<file path="src/rtl/cpu_loader_pkg.sv">
// rtl/cpu_loader_pkg.sv - shared state encoding for the SCAMP boot loader
package cpu_loader_pkg;

    localparam int STATE_W = 3;

    typedef enum logic [STATE_W-1:0] {
        ST_IDLE  = 3'd0,
        ST_LOAD  = 3'd1,
        ST_HOLD  = 3'd2,
        ST_RUN   = 3'd3,
        ST_ERROR = 3'd4
    } state_e;

endpackage

</file>
<file path="src/rtl/cpu_loader_if.sv">
// rtl/cpu_loader_if.sv - 16-bit word stream feeding the boot loader
interface cpu_loader_if;

    logic        in_valid;
    logic [15:0] in_data;
    logic        in_last;
    logic        in_ready;

    modport master (
        output in_valid,
        output in_data,
        output in_last,
        input  in_ready
    );

    modport slave (
        input  in_valid,
        input  in_data,
        input  in_last,
        output in_ready
    );

endinterface

</file>
<file path="src/rtl/cpu_loader_hold_counter.sv">
// rtl/cpu_loader_hold_counter.sv - loadable down-counter with terminal flag for reset stretching
module cpu_loader_hold_counter #(
    parameter int WIDTH = 16
) (
    input  logic             clk,
    input  logic             reset,
    input  logic             load,
    input  logic [WIDTH-1:0] load_value,
    input  logic             dec,
    output logic             terminal
);

    logic [WIDTH-1:0] cnt_q;
    logic [WIDTH-1:0] cnt_d;

    // Stops at zero so an idle counter never wraps into a false terminal.
    always_comb begin
        cnt_d = cnt_q;
        if (load) begin
            cnt_d = load_value;
        end else if (dec && (cnt_q != '0)) begin
            cnt_d = cnt_q - WIDTH'(1);
        end
    end

    always_ff @(posedge clk) begin
        if (reset) begin
            cnt_q <= '0;
        end else begin
            cnt_q <= cnt_d;
        end
    end

    assign terminal = (cnt_q == WIDTH'(1));

endmodule

</file>
<file path="src/rtl/cpu_loader.sv">
// rtl/cpu_loader.sv - boot sequencer: streams words into program RAM, then releases the CPU
module cpu_loader
    import cpu_loader_pkg::*;
#(
    parameter logic [15:0] LOAD_BASE  = 16'h0000,
    parameter int          MAX_WORDS  = 4096,
    parameter int          RESET_HOLD = 4
) (
    input  logic         clk,
    input  logic         reset,
    input  logic         start,
    cpu_loader_if.slave  in_if,
    input  logic [15:0]  cpu_addr,
    input  logic [15:0]  cpu_wdata,
    input  logic         cpu_we,
    output logic [15:0]  mem_addr,
    output logic [15:0]  mem_wdata,
    output logic         mem_we,
    output logic         cpu_reset_bar,
    output logic         busy,
    output logic         done,
    output logic         error,
    output logic [15:0]  count
);

    localparam logic [16:0] MAX_CNT = 17'(MAX_WORDS);

    state_e      state_q, state_d;
    logic [16:0] count_q, count_d;
    logic        error_q, error_d;
    logic [15:0] ld_addr_q;
    logic [15:0] ld_wdata_q;
    logic        ld_we_q;
    logic        rst_bar_q;
    logic        busy_q;
    logic        done_q;

    logic accept;
    logic write_d;
    logic hold_load;
    logic hold_done;

    assign accept    = in_if.in_valid && (state_q == ST_LOAD);
    assign write_d   = accept && !start;
    assign hold_load = write_d && in_if.in_last;

    cpu_loader_hold_counter #(
        .WIDTH(16)
    ) u_hold (
        .clk        (clk),
        .reset      (reset),
        .load       (hold_load),
        .load_value (16'(RESET_HOLD)),
        .dec        (state_q == ST_HOLD),
        .terminal   (hold_done)
    );

    // A start in LOAD restarts the load; any word accepted alongside it is dropped.
    always_comb begin
        state_d = state_q;
        count_d = count_q;
        error_d = error_q;
        if (start) begin
            state_d = ST_LOAD;
            count_d = '0;
            error_d = 1'b0;
        end else begin
            case (state_q)
                ST_LOAD: begin
                    if (accept) begin
                        if (count_q != MAX_CNT) begin
                            count_d = count_q + 17'd1;
                        end
                        if (in_if.in_last) begin
                            state_d = ST_HOLD;
                        end else if (count_q == MAX_CNT - 17'd1) begin
                            state_d = ST_ERROR;
                            error_d = 1'b1;
                        end
                    end
                end
                ST_HOLD: begin
                    if (hold_done) begin
                        state_d = ST_RUN;
                    end
                end
                default: ;
            endcase
        end
    end

    always_ff @(posedge clk) begin
        if (reset) begin
            state_q    <= ST_IDLE;
            count_q    <= '0;
            error_q    <= 1'b0;
            ld_addr_q  <= '0;
            ld_wdata_q <= '0;
            ld_we_q    <= 1'b0;
            rst_bar_q  <= 1'b0;
            busy_q     <= 1'b0;
            done_q     <= 1'b0;
        end else begin
            state_q   <= state_d;
            count_q   <= count_d;
            error_q   <= error_d;
            ld_we_q   <= write_d;
            if (write_d) begin
                ld_addr_q  <= LOAD_BASE + count_q[15:0];
                ld_wdata_q <= in_if.in_data;
            end
            rst_bar_q <= (state_d == ST_RUN);
            busy_q    <= (state_d == ST_LOAD) || (state_d == ST_HOLD);
            done_q    <= (state_d == ST_RUN);
        end
    end

    assign in_if.in_ready = (state_q == ST_LOAD);

    // RAM port belongs to the CPU only while it is running.
    assign mem_addr  = (state_q == ST_RUN) ? cpu_addr  : ld_addr_q;
    assign mem_wdata = (state_q == ST_RUN) ? cpu_wdata : ld_wdata_q;
    assign mem_we    = (state_q == ST_RUN) ? cpu_we    : ld_we_q;

    assign cpu_reset_bar = rst_bar_q;
    assign busy          = busy_q;
    assign done          = done_q;
    assign error         = error_q;
    // 65536 words cannot be shown in 16 bits; pin the visible count at all-ones instead of wrapping.
    assign count         = count_q[16] ? 16'hFFFF : count_q[15:0];

endmodule
</file>
<file path="src/flat_wrapper.sv">
// flat-port wrapper written by rule: the top's interface ports become plain ports
module cpu_loader_flat import cpu_loader_pkg::*;
#(
    parameter logic [15:0] LOAD_BASE  = 16'h0000,
    parameter int          MAX_WORDS  = 4096,
    parameter int          RESET_HOLD = 4
)
  (clk, reset, start, cpu_addr, cpu_wdata, cpu_we, mem_addr, mem_wdata, mem_we, cpu_reset_bar, busy, done, error, count, in_if_in_valid, in_if_in_data, in_if_in_last, in_if_in_ready);
  cpu_loader_if in_if_i ();
  input  logic clk;
  input  logic reset;
  input  logic start;
  input  logic [15:0] cpu_addr;
  input  logic [15:0] cpu_wdata;
  input  logic cpu_we;
  output logic [15:0] mem_addr;
  output logic [15:0] mem_wdata;
  output logic mem_we;
  output logic cpu_reset_bar;
  output logic busy;
  output logic done;
  output logic error;
  output logic [15:0] count;
  input wire logic [$bits(in_if_i.in_valid)-1:0] in_if_in_valid;
  input wire logic [$bits(in_if_i.in_data)-1:0] in_if_in_data;
  input wire logic [$bits(in_if_i.in_last)-1:0] in_if_in_last;
  output wire logic [$bits(in_if_i.in_ready)-1:0] in_if_in_ready;
  assign in_if_i.in_valid = in_if_in_valid;
  assign in_if_i.in_data = in_if_in_data;
  assign in_if_i.in_last = in_if_in_last;
  assign in_if_in_ready = in_if_i.in_ready;
  cpu_loader #(.LOAD_BASE(LOAD_BASE), .MAX_WORDS(MAX_WORDS), .RESET_HOLD(RESET_HOLD)) u_core (.clk(clk), .reset(reset), .start(start), .in_if(in_if_i), .cpu_addr(cpu_addr), .cpu_wdata(cpu_wdata), .cpu_we(cpu_we), .mem_addr(mem_addr), .mem_wdata(mem_wdata), .mem_we(mem_we), .cpu_reset_bar(cpu_reset_bar), .busy(busy), .done(done), .error(error), .count(count));
endmodule
</file>
<file path="config.mk">
export PLATFORM = sky130hd
export DESIGN_NAME = cpu_loader_flat
export DESIGN_NICKNAME = d
export VERILOG_FILES = /design/src/rtl/cpu_loader_pkg.sv /design/src/rtl/cpu_loader_if.sv /design/src/rtl/cpu_loader_hold_counter.sv /design/src/rtl/cpu_loader.sv /design/src/flat_wrapper.sv
export SDC_FILE = /design/constraint.sdc
export NUM_CORES = 1
export LEC_CHECK = 0
export CORE_ASPECT_RATIO = 1.4
export CORE_MARGIN = 2
export CORE_UTILIZATION = 51
export DETAILED_ROUTE_END_ITERATION = 12
export PLACE_DENSITY = 0.92
export SLEW_MARGIN = 10
export SYNTH_ARGS = -nofsm -noshare
export SYNTH_HDL_FRONTEND = slang
export SYNTH_SLANG_ARGS = --single-unit
</file>
<file path="constraint.sdc">
create_clock -name clk -period 3.2 [get_ports clk]
set_clock_uncertainty 0.15 [all_clocks]
set_input_delay 0.48 -clock clk [delete_from_list [all_inputs] [get_ports clk]]
set_output_delay 0.48 -clock clk [all_outputs]
set_load 0.03 [all_outputs]
</file>
==> results of run 1 <==
critical path: cells and delay by family, from the launching register on:
kind | cells | cell delay (ns)
flip-flops | 1 | 0.53
multiplexers | 1 | 0.39
buffers and inverters | 2 | 0.93
AND/OR/NAND/NOR | 1 | 0.19
kinds of logic after synthesis:
kind of cell / count (synthesis) / share of synthesized area
adder cells (fa/ha/maj): 5 / 0.0175
multiplexers: 33 / 0.104
XOR/XNOR: 24 / 0.0588
buffers and inverters: 36 / 0.0462
flip-flops: 72 / 0.403
AO/OA/AOI/OAI: 64 / 0.102
AND/OR/NAND/NOR: 190 / 0.268
flip-flops by register name (all words and copies together), names as in the netlist:
register	cells
u_core.u_hold.cnt_q	16
u_core.ld_we_q	1
u_core.busy	1
u_core.cpu_reset_bar	1
u_core.count_q	17
u_core.ld_addr_q	16
u_core.state_q	3
u_core.ld_wdata_q	16
u_core.error	1
layer usage:
metal	share of wire	vias to the layer above	track usage
met3	0.052	33	0.0596
met2	0.52	125	0.429
met1	0.40	1557	0.289
met4	0.028	0	0.133
li1	-	1653	-
met5	0	-	0
worst max path at each step:
stage	startpoint	end	slack, ns	cells after the start
after CTS	u_core.state_q[2]$_SDFF_PP0_	mem_addr[9]	0.16	4
final	u_core.state_q[2]$_SDFF_PP0_	mem_addr[9]	0.17	4
after global placement	u_core.state_q[2]$_SDFF_PP0_	mem_wdata[14]	0.59	4
after floorplan	u_core.state_q[0]$_SDFF_PP0_	u_core.ld_addr_q[12]$_SDFFE_PP0P_	0.87	6
after global routing	u_core.state_q[2]$_SDFF_PP0_	mem_addr[9]	0.10	4
after detailed placement	u_core.state_q[2]$_SDFF_PP0_	mem_addr[9]	0.56	4
area by class of cell:
class | instances | area share
timing repair buffer | 113 | 0.230
clock inverter | 5 | 0.0166
sequential | 72 | 0.294
tap | 95 | 0.0242
multi-input combinational | 316 | 0.402
inverter | 10 | 0.00765
clock buffer | 10 | 0.0260
report_power, final:
group	internal (W)	leakage (nW)	switching (W)
Sequential	0.000904	0.581	0.00000690
Combinational	0.0000946	1.16	0.0000777
Clock	0.000436	0.103	0.000334
Yosys cell counts, drive strengths merged, types with 7 or more instances:
cell,instances,share of area
mux2,33,0.10
o21ai,7,0.0098
nor2,36,0.038
nand4,7,0.012
nand3,11,0.019
xor2,19,0.047
clkbuf,21,0.022
or2,16,0.028
a21oi,43,0.060
nor3,9,0.013
nand2,76,0.080
inv,10,0.011
dfxtp,72,0.40
through the flow:
stage	total power, W	setup WS (ns)
global route	0.00192	0.104
finish	0.00185	0.173
detailed placement	0.00110	0.556
floorplan	0.00100	0.870
CTS	0.00186	0.157
global placement	0.00110	0.592
==> flow_summary.yaml, run 1 <==
global_route:
  grt_use_total: 0.252
  gr-total-overflow: 0
  grt_pass1_vias: 3243
  grt_pass1_wl_um: 15000
  antenna_found_initial: 0
  grt_max_degree: 35
detailed_routing:
  totalWireLength_um: 9490
  first_pass_iters: 4
  routed_via_density: 5.42
  drc_errors: 0
  ant_nets: 0
  avgRoutedWirePerCell_um: 15.3
  num_vias: 3368
  first_iter_violations: 197
synthesis:
  syn-num-nets: 483
  yosys_warnings: 0
  synthCells: 424
  synth_cell_types: 45
  synth-seq-cells: 72
  synth-edff-count: 0
  synth-main-ff-cell: "dfxtp_1"
  avgSynthCellArea_um2: 8.43
  yosysSeqAreaShare: 0.403
  synth_async_sr_flop_share: 0
  syn-cell-area_um2: 3570
floorplan:
  die_area_um2: 7700
  die_x_um: 74.7
  rows: 36
  core_um2: 6890
  die_h_um: 103
  start_util: 0.519
  pin_count: 108
layout:
  layout-drive-gt1-share: 0.144
  instances_no_fill: 621
  fin_util: 0.712
  n_antenna_cell: 0
  area_growth_pct: 37.3
  fin_area_um2: 4900
  seqCellArea_um2: 1440
  n_fill_cell: 518
  final_nets: 581
  layout_common_cells: "clkdlybuf4s50_1 (107), nand2_1 (76), dfxtp_1 (72), a21oi_1 (43), nor2_1 (35)"
  multi_input_area_um2: 1970
  layout_commonest_cell: "clkdlybuf4s50_1"
timing:
  hold_violations: 0
  final_max_slew_viol_count: 0
  period_share: 0.946
  setup_viol_count_final: 0
  worstMarginPinSlew_ns: 0.649
  fmaxAchievable_mhz: 330
  fin_setup_tns_ns: 0
  relSlewSlack: 0.566
  hold_ws_ns: 0.305
  rsz0062_at_grt: "no"
  period_needed_ns: 3.03
place:
  placed_cell_area_um2: 4700
  place_congestion: 0.870
  dp.cells: 606
  port_buffers: 107
  dpl.hpwl_um: 6840
power_and_ir_drop:
  peakVddDrop_mv: 0.320
  p_leak_nw: 1.84
  p_per_area_nw_per_um2: 378
clock_tree:
  clk_pin_slew_ns: 0.08
  cts_setup_buffers: 0
  cts_buffers: 9
  clk_latency_ns: 0.34
  postCtsHoldBufs: 0
  cts.sinks: 72
  htreeDepth: 3
  cts_tree: "built"
  ctsResizeCount: 0
  cts_root_buf: "clkbuf_8"
  ctsLongestPathBuffers: 2
setup_path:
  r2r_end: "u_core.busy$_SDFF_PP0_"
  cp_max_fo: 25
  cp_data_required_time_ns: 2.57
  cpPeakStageDelay_ns: 0.61
  r2r-start: "u_core.u_hold.cnt_q[2]$_SDFFE_PP0P_"
  critical_path_class: "reg -> out"
  cpMaxStageDelayCell: "clkdlybuf4s50_1"
  cp_cell_sequence: "nand3b_1 -> buf_4 -> mux2_2 -> clkdlybuf4s50_1"
  cp-start-kind: "register"
  r2r_setup_slack_ns: 0.86
  reg2reg_depth: 5
  arrival_ns: 2.40
  worst_setup_path_end_kind: "output port"
worst_hold_path:
  hold_end: "u_core.ld_wdata_q[10]$_SDFFE_PP0P_"
  hp-class: "reg -> reg"
  min_path_cells: 2
  hp-start: "u_core.ld_wdata_q[10]$_SDFFE_PP0P_"
flow_run:
  drv_cap: 0
run_status:
  outcome: "complete, no violations"
No activity file was read; power rests on OpenSTA's default activity.
==> run 2: changes to the inputs <==
CTS_CLUSTER_DIAMETER = 120   (was default)
==> results of run 2 <==
No change in the layout: final DEF, timing and power equal those of run 1.
